`config.mk`:
```
export PLATFORM = sky130hd
export DESIGN_NAME = tick_gen_multi
export DESIGN_NICKNAME = d
export VERILOG_FILES = /design/src/rtl/tick_gen_multi_pkg.sv /design/src/rtl/tick_gen_multi_channel.sv /design/src/rtl/tick_gen_multi.sv
export SDC_FILE = /design/constraint.sdc
export NUM_CORES = 1
export LEC_CHECK = 0
export ABC_CLOCK_PERIOD_IN_PS = 8600
export BUFFER_PORTS_ARGS = -buffer_cell sky130_fd_sc_hd__buf_4
export CORE_MARGIN = 2
export CORE_UTILIZATION = 60
export DETAILED_ROUTE_END_ITERATION = 10
export GPL_ROUTABILITY_DRIVEN = 0
export GPL_TIMING_DRIVEN = 0
export PLACE_DENSITY = 0.88
export SYNTH_ARGS = -nofsm -noshare
export SYNTH_HDL_FRONTEND = slang
export SYNTH_HIERARCHICAL = 1
export SYNTH_SLANG_ARGS = --single-unit
```
`constraint.sdc`:
```
create_clock -name clk -period 8.6 [get_ports clk]
set_clock_uncertainty 0.2 [all_clocks]
set_input_delay 2.15 -clock clk [delete_from_list [all_inputs] [get_ports clk]]
set_output_delay 2.15 -clock clk [all_outputs]
set_load 0.02 [all_outputs]
```
`src/rtl/tick_gen_multi_pkg.sv`:
```
// ---------------------------------------------------------------------------
// tick_gen_multi_pkg
// Shared definitions for the multi-channel clock-enable generator:
//   - ch_state_e    : per-channel FSM state encoding (IDLE=0, RUN=1)
//   - MODE_PERIODIC / MODE_ONESHOT : channel mode encoding
//   - clog2_min1()  : max(1, $clog2(v)), used for counter/select widths
// No ports (package).
// ---------------------------------------------------------------------------
package tick_gen_multi_pkg;

    typedef enum logic {
        ST_IDLE = 1'b0,
        ST_RUN  = 1'b1
    } ch_state_e;

    localparam logic MODE_PERIODIC = 1'b0;
    localparam logic MODE_ONESHOT  = 1'b1;

    // Width helper that never returns 0, so a single-value range still
    // gets a 1-bit vector.
    function automatic int clog2_min1(input int v);
        int c;
        c = $clog2(v);
        return (c < 1) ? 1 : c;
    endfunction

endpackage

```
`src/rtl/tick_gen_multi_channel.sv`:
```
// ---------------------------------------------------------------------------
// tick_gen_multi_channel
// One channel of the clock-enable generator: holds its period/mode
// registers, a down-counter of base ticks and a two-state FSM.
// Ports:
//   clk, rst   : clock, synchronous active-high reset
//   tick_i     : base tick from the shared prescaler (1 clk wide)
//   we_i       : write strobe for period_i/mode_i into this channel
//   period_i   : period in base ticks (0 is stored as 1)
//   mode_i     : 0 periodic, 1 one-shot
//   start_i    : arm / restart strobe
//   stop_i     : stop strobe (dominates start and tick)
//   ce_o       : registered channel enable, 1 clk wide, aligned with ce_base
//   state_o    : current FSM state (debug / busy decode)
//
// Strobe semantics: we_i, start_i and stop_i are sampled on every rising
// clk edge with no handshake back; a strobe high on an edge is acted on at
// that edge, and holding it high acts on every edge it is high.
// ---------------------------------------------------------------------------
module tick_gen_multi_channel
    import tick_gen_multi_pkg::*;
#(
    parameter int PW         = 16,
    parameter int DEF_PERIOD = 1
) (
    input  logic          clk,
    input  logic          rst,
    input  logic          tick_i,
    input  logic          we_i,
    input  logic [PW-1:0] period_i,
    input  logic          mode_i,
    input  logic          start_i,
    input  logic          stop_i,
    output logic          ce_o,
    output ch_state_e     state_o
);

    localparam logic [PW-1:0] DEF_P = (DEF_PERIOD == 0) ? PW'(1) : PW'(DEF_PERIOD);

    logic [PW-1:0] period_q, period_d;
    logic          mode_q, mode_d;
    logic [PW-1:0] cnt_q;
    logic [PW-1:0] reload_cnt;
    ch_state_e     state_q;
    logic          ce_q;

    // A write in the same cycle as a start/reload takes effect immediately,
    // so the FSM always reloads from the "next" period/mode.
    always_comb begin
        period_d = period_q;
        mode_d   = mode_q;
        if (we_i) begin
            period_d = (period_i == '0) ? PW'(1) : period_i;
            mode_d   = mode_i;
        end
    end

    // period_d is never 0, so this cannot wrap.
    assign reload_cnt = period_d - PW'(1);

    always_ff @(posedge clk) begin
        if (rst) begin
            period_q <= DEF_P;
            mode_q   <= MODE_PERIODIC;
            cnt_q    <= '0;
            state_q  <= ST_IDLE;
            ce_q     <= 1'b0;
        end else begin
            period_q <= period_d;
            mode_q   <= mode_d;
            ce_q     <= 1'b0;
            case (state_q)
                ST_IDLE: begin
                    if (start_i && !stop_i) begin
                        state_q <= ST_RUN;
                        cnt_q   <= reload_cnt;
                    end
                end
                ST_RUN: begin
                    if (stop_i) begin
                        state_q <= ST_IDLE;
                    end else if (start_i) begin
                        cnt_q <= reload_cnt;
                    end else if (tick_i) begin
                        if (cnt_q == '0) begin
                            ce_q  <= 1'b1;
                            cnt_q <= reload_cnt;
                            if (mode_d == MODE_ONESHOT) begin
                                state_q <= ST_IDLE;
                            end
                        end else begin
                            cnt_q <= cnt_q - PW'(1);
                        end
                    end
                end
                default: state_q <= ST_IDLE;
            endcase
        end
    end

    assign ce_o    = ce_q;
    assign state_o = state_q;

endmodule

```
`src/rtl/tick_gen_multi.sv`:
```
// ---------------------------------------------------------------------------
// tick_gen_multi
// Multi-channel clock-enable generator. A shared prescaler divides clk by
// DIV = FCLK/FBASE into a base tick; NCH channels count base ticks against
// a runtime-programmable period and emit 1-clk enables (periodic/one-shot).
// Ports:
//   clk        : system clock
//   rst        : synchronous reset, active-high
//   en         : global enable, 0 freezes prescaler and channel counters
//   ch_we      : period write strobe
//   ch_sel     : channel index for the write (out-of-range ignored)
//   ch_period  : period in base ticks (0 behaves as 1)
//   ch_mode    : 0 periodic, 1 one-shot
//   ch_start   : per-channel arm/restart strobe
//   ch_stop    : per-channel stop strobe
//   ce_base    : base tick, 1 clk high every DIV enabled clks
//   ce_out     : channel enables, coincide with ce_base
//   busy       : channel in RUN state
// DIV must be >= 1.
// ---------------------------------------------------------------------------
module tick_gen_multi
    import tick_gen_multi_pkg::*;
#(
    parameter int FCLK       = 50000000,
    parameter int FBASE      = 1000,
    parameter int NCH        = 4,
    parameter int PW         = 16,
    parameter int DEF_PERIOD = 1,
    localparam int CH_W      = clog2_min1(NCH)
) (
    input  logic            clk,
    input  logic            rst,
    input  logic            en,
    input  logic            ch_we,
    input  logic [CH_W-1:0] ch_sel,
    input  logic [PW-1:0]   ch_period,
    input  logic            ch_mode,
    input  logic [NCH-1:0]  ch_start,
    input  logic [NCH-1:0]  ch_stop,
    output logic            ce_base,
    output logic [NCH-1:0]  ce_out,
    output logic [NCH-1:0]  busy
);

    localparam int DIV   = FCLK / FBASE;
    localparam int PRE_W = clog2_min1(DIV);
    localparam logic [PRE_W-1:0] PRE_RELOAD = PRE_W'(DIV - 1);

    logic [PRE_W-1:0] pcnt_q;
    logic             ce_base_q;
    logic             tick_int;

    // Tick on the terminal count; with DIV=1 the counter sits at 0 and
    // ticks every enabled cycle.
    assign tick_int = en && (pcnt_q == '0);

    always_ff @(posedge clk) begin
        if (rst) begin
            pcnt_q    <= PRE_RELOAD;
            ce_base_q <= 1'b0;
        end else begin
            ce_base_q <= tick_int;
            if (tick_int) begin
                pcnt_q <= PRE_RELOAD;
            end else if (en) begin
                pcnt_q <= pcnt_q - PRE_W'(1);
            end
        end
    end

    assign ce_base = ce_base_q;

    ch_state_e ch_state [NCH];

    for (genvar g = 0; g < NCH; g++) begin : g_ch
        logic we_g;
        assign we_g = ch_we && (ch_sel == CH_W'(g));

        tick_gen_multi_channel #(
            .PW         (PW),
            .DEF_PERIOD (DEF_PERIOD)
        ) u_ch (
            .clk      (clk),
            .rst      (rst),
            .tick_i   (tick_int),
            .we_i     (we_g),
            .period_i (ch_period),
            .mode_i   (ch_mode),
            .start_i  (ch_start[g]),
            .stop_i   (ch_stop[g]),
            .ce_o     (ce_out[g]),
            .state_o  (ch_state[g])
        );

        // State is a register, so busy is effectively registered too.
        assign busy[g] = (ch_state[g] == ST_RUN);
    end

endmodule
```
==> key figures <==
Placement
  • Placed instance count: 1,425
  • Hpwl dp: 17,400 µm
  • IO Port Bufs: 39
  • Standard cell area after detailed placement: 10,100 µm²
  • Pre-CTS setup slack: 2770 ps

Worst setup path
  • Crit path to: g_ch[2].u_ch/cnt_q[8]$_SDFFE_PP0P_
  • Worst path required time: 8690 ps
  • FF-to-FF path depth: 11
  • Start-to-end type of the worst setup path: in2reg
  • Worst endpoint data arrival time: 5550 ps
  • Worst setup EP type: flop
  • Crit Reg-Reg Endpoint: g_ch[2].u_ch/cnt_q[8]$_SDFFE_PP0P_
  • Start point of the critical path: ch_sel[0]
  • Maximum net fanout on the critical path: 10
  • Reg-to-reg slack, setup: 4820 ps
  • Type of origin of the critical path: primary input
  • Launch point of the worst reg-to-reg path: pcnt_q[9]$_SDFFE_PP1P_

Floorplanning
  • Horizontal die dimension: 130 µm
  • Initial standard-cell utilization of the core: 60.7%
  • I/O pin cnt: 40
  • Core footprint: 15,700 µm²
  • Std cell rows: 46
  • Full die area: 16,900 µm²
  • Floorplan die height: 130 µm

Clock network
  • Cts hold-fix bufs: 0
  • Clock transition at path regs: 60 ps
  • Clock sink total: 157
  • CTS tree: yes
  • Clock buffer depth: 2
  • Post_cts resized: 0
  • Count of H-tree levels built during CTS: 4
  • Post-CTS setup buffer count: 0
  • Root buffer cell: sky130_fd_sc_hd__clkbuf_16
  • Number of clock buffers inserted by TritonCTS: 17
  • Clock latency on the worst-skew pair: 430 ps

STA
  • Total setup violations reported at the end of the flow: 0
  • Fin Setup TNS: 0 ps
  • PnR worst setup slack: 3140 ps
  • Final count of pins violating max slew: 0
  • Fin. Hold Viols: 0
  • Highest achievable clock rate: 0.183 GHz
  • Final Critical Period: 5460 ps
  • Share of the cycle needed by the critical path after routing: 63.4%
  • Setup repair after global routing missed its margin: false
  • Slew headroom: 49.8%
  • Slew at the pin with the worst max-slew slack: 748 ps

Detailed routing
  • Iter 0 DRT Violations: 1,107
  • Detailed-routing iteration count for the pre-antenna-repair pass: 6
  • Routed wire length: 25,500 µm
  • # DRC: 0
  • Remaining antenna violation count: 0
  • Via count normalized by instance count: 6.42
  • Average routed wire per standard cell: 17.5 µm
  • Vias: 9,344

Synth
  • Post-synthesis register bit count: 157
  • Mapped Nets: 1,212
  • Post-synthesis async set-or-reset flop share: 0%
  • Cell types with the highest counts after synthesis: 157 x sky130_fd_sc_hd__dfxtp_1, 157 x sky130_fd_sc_hd__nor2_1, 87 x sky130_fd_sc_hd__nand2_1, 69 x sky130_fd_sc_hd__mux2i_1, 64 x sky130_fd_sc_hd__a21oi_1
  • Most common flop cell mapped by yosys: sky130_fd_sc_hd__dfxtp_1
  • Post-synthesis cell type with the largest combined area: sky130_fd_sc_hd__dfxtp_1
  • Post-synth EDFFs: 0
  • Largest cells by area after synthesis: sky130_fd_sc_hd__dfxtp_1 33%, sky130_fd_sc_hd__mux2i_1 7.3%, sky130_fd_sc_hd__nor2_1 6.2%
  • Average size of a mapped cell: 8.13 µm²
  • Cell variety after synth: 86
  • Number of instances in the synthesized netlist: 1,169
  • Post-synthesis instance area: 9500 µm²
  • Part of the Yosys area used for sequential elements: 33.1%
  • Synthesis Warnings: 6
  • Share of Yosys cell area claimed by the top area cell type: 33.1%

Finish
  • Growth of design area from synthesis to finish: 12.6%
  • Post-route core utilization: 68.4%
  • Final std cells w/o fill: 1,456
  • Nets@finish: 1,271
  • Layout cells sized above 1: 12.7%
  • Antenna diode instance count: 0
  • Post-route cell area: 10,700 µm²
  • Fill cell instance count of the final layout: 1,233

Global route
  • Number of antenna violations at the first check in global routing: 0
  • Global-route total usage across every layer: 30.6%
  • Gr ovfl total: 0
  • Via count of the first global-routing pass: 8,864
  • Maximum number of pins on one net before global-route repair: 20
  • Wire length of the first global-routing pass: 41,700 µm

Run
  • Max_cap viols: 0

Worst hold path
  • Hold/Removal Path Class: reg2reg
  • Launch instance of the worst min-delay path: g_ch[0].u_ch/cnt_q[1]$_SDFFE_PP0P_

Pwr
  • IR Drop Worst-Case VDD: 149 µV
  • Leakage power total: 0.00385 µW
  • Total power divided by cell area: 182 nW/µm²

Run status
  • Status: completed
[cell usage in the layout (no fill, tap or decap), types with 8 or more instances in the layout]
cell	Yosys	layout
sky130_fd_sc_hd__nor2_1	157	157
sky130_fd_sc_hd__dfxtp_1	157	157
sky130_fd_sc_hd__nand2_1	87	87
sky130_fd_sc_hd__mux2i_1	69	69
sky130_fd_sc_hd__a21oi_1	64	64
sky130_fd_sc_hd__nor3_1	59	58
sky130_fd_sc_hd__nor4_1	46	46
sky130_fd_sc_hd__buf_4	2	41
sky130_fd_sc_hd__xor2_1	38	38
sky130_fd_sc_hd__o21ai_0	35	35
sky130_fd_sc_hd__xnor2_1	34	34
sky130_fd_sc_hd__clkbuf_1	32	33
sky130_fd_sc_hd__a31oi_1	30	30
sky130_fd_sc_hd__inv_1	29	29
sky130_fd_sc_hd__nand3_1	29	29
sky130_fd_sc_hd__buf_2	24	24
sky130_fd_sc_hd__o21ai_1	18	18
sky130_fd_sc_hd__clkbuf_16	0	17
sky130_fd_sc_hd__or3_1	16	16
sky130_fd_sc_hd__a211oi_1	16	16
sky130_fd_sc_hd__nor4b_1	12	12
sky130_fd_sc_hd__ha_1	12	12
sky130_fd_sc_hd__o211ai_1	12	12
sky130_fd_sc_hd__o22ai_1	12	12
sky130_fd_sc_hd__nand4_1	9	9
sky130_fd_sc_hd__or4_1	9	9
sky130_fd_sc_hd__a22oi_1	8	8
sky130_fd_sc_hd__a221oi_1	8	8
[how the worst min path moves through the flow]
stage	endpoint	depth (start not counted)	slack, ps
floorplan	g_ch[0].u_ch/cnt_q[1]$_SDFFE_PP0P_	2	240
global placement	g_ch[1].u_ch/cnt_q[1]$_SDFFE_PP0P_	2	260
detailed placement	g_ch[0].u_ch/cnt_q[1]$_SDFFE_PP0P_	2	260
CTS	g_ch[0].u_ch/cnt_q[1]$_SDFFE_PP0P_	2	270
global route	g_ch[3].u_ch/cnt_q[8]$_SDFFE_PP0P_	2	310
finish	g_ch[0].u_ch/cnt_q[1]$_SDFFE_PP0P_	2	270
[report_power, final]
part	leakage, µW	total, µW	switching, µW	internal (µW)
Combinational	0.00228	366	227	139
Clock	0.000293	797	311	486
Sequential	0.00128	786	29.2	757
Total	0.00385	1950	568	1380
[routing by layer]
layer	track usage (%)	routed length, µm	vias up
met4	12.8	736	0
met3	6.44	1970	90
met1	37.4	10600	4349
met5	0	0	-
li1	-	-	4434
met2	52.4	12300	471
[kinds of logic (layout without fill, tap and decap cells)]
group	count (synthesis)	count (layout)	synth area share (%)
AO/OA/AOI/OAI	259	259	18.5
XOR/XNOR	72	72	6.64
adder cells (fa/ha/maj)	12	12	1.58
buffers and inverters	92	163	4.19
flip-flops	157	157	33.1
multiplexers	72	72	7.68
AND/OR/NAND/NOR	505	505	28.4
[registers in the layout (all words and copies together), names as in the netlist]
name	count
g_ch.u_ch/mode_q	4
g_ch.u_ch/period_q	64
ce_base	1
g_ch.u_ch/state_o	4
pcnt_q	16
g_ch.u_ch/cnt_q	64
g_ch.u_ch/ce_o	4
[stage by stage]
stage	total power (µW)	hold slack, ps
after detailed placement	1150	262
after global placement	1140	257
after CTS	1950	270
after floorplan	1060	242
after global routing	2030	307
final	1950	267
[critical path: stages]
cell and delay [ps]:
sky130_fd_sc_hd__buf_4 130, sky130_fd_sc_hd__nor2_1 90, sky130_fd_sc_hd__clkbuf_1 370, sky130_fd_sc_hd__clkbuf_1 480, sky130_fd_sc_hd__clkbuf_1 510, sky130_fd_sc_hd__mux2i_1 310
sky130_fd_sc_hd__ha_1 290, sky130_fd_sc_hd__o211ai_1 240, sky130_fd_sc_hd__or4_1 500, sky130_fd_sc_hd__xnor2_1 150, sky130_fd_sc_hd__o211ai_1 220, sky130_fd_sc_hd__a21oi_1 100
[final cells by class]
class	instances	area (µm²)	area share, %
multi-input cells	920	5970	55.7
flip-flops and latches	157	3140	29.4
clock buffers	18	429	4.01
repair buffers	40	304	2.84
plain buffers	63	289	2.70
well taps	216	270	2.53
clock inverters	13	191	1.79
inverters	29	109	1.02
(Power assumes the default switching activity.)
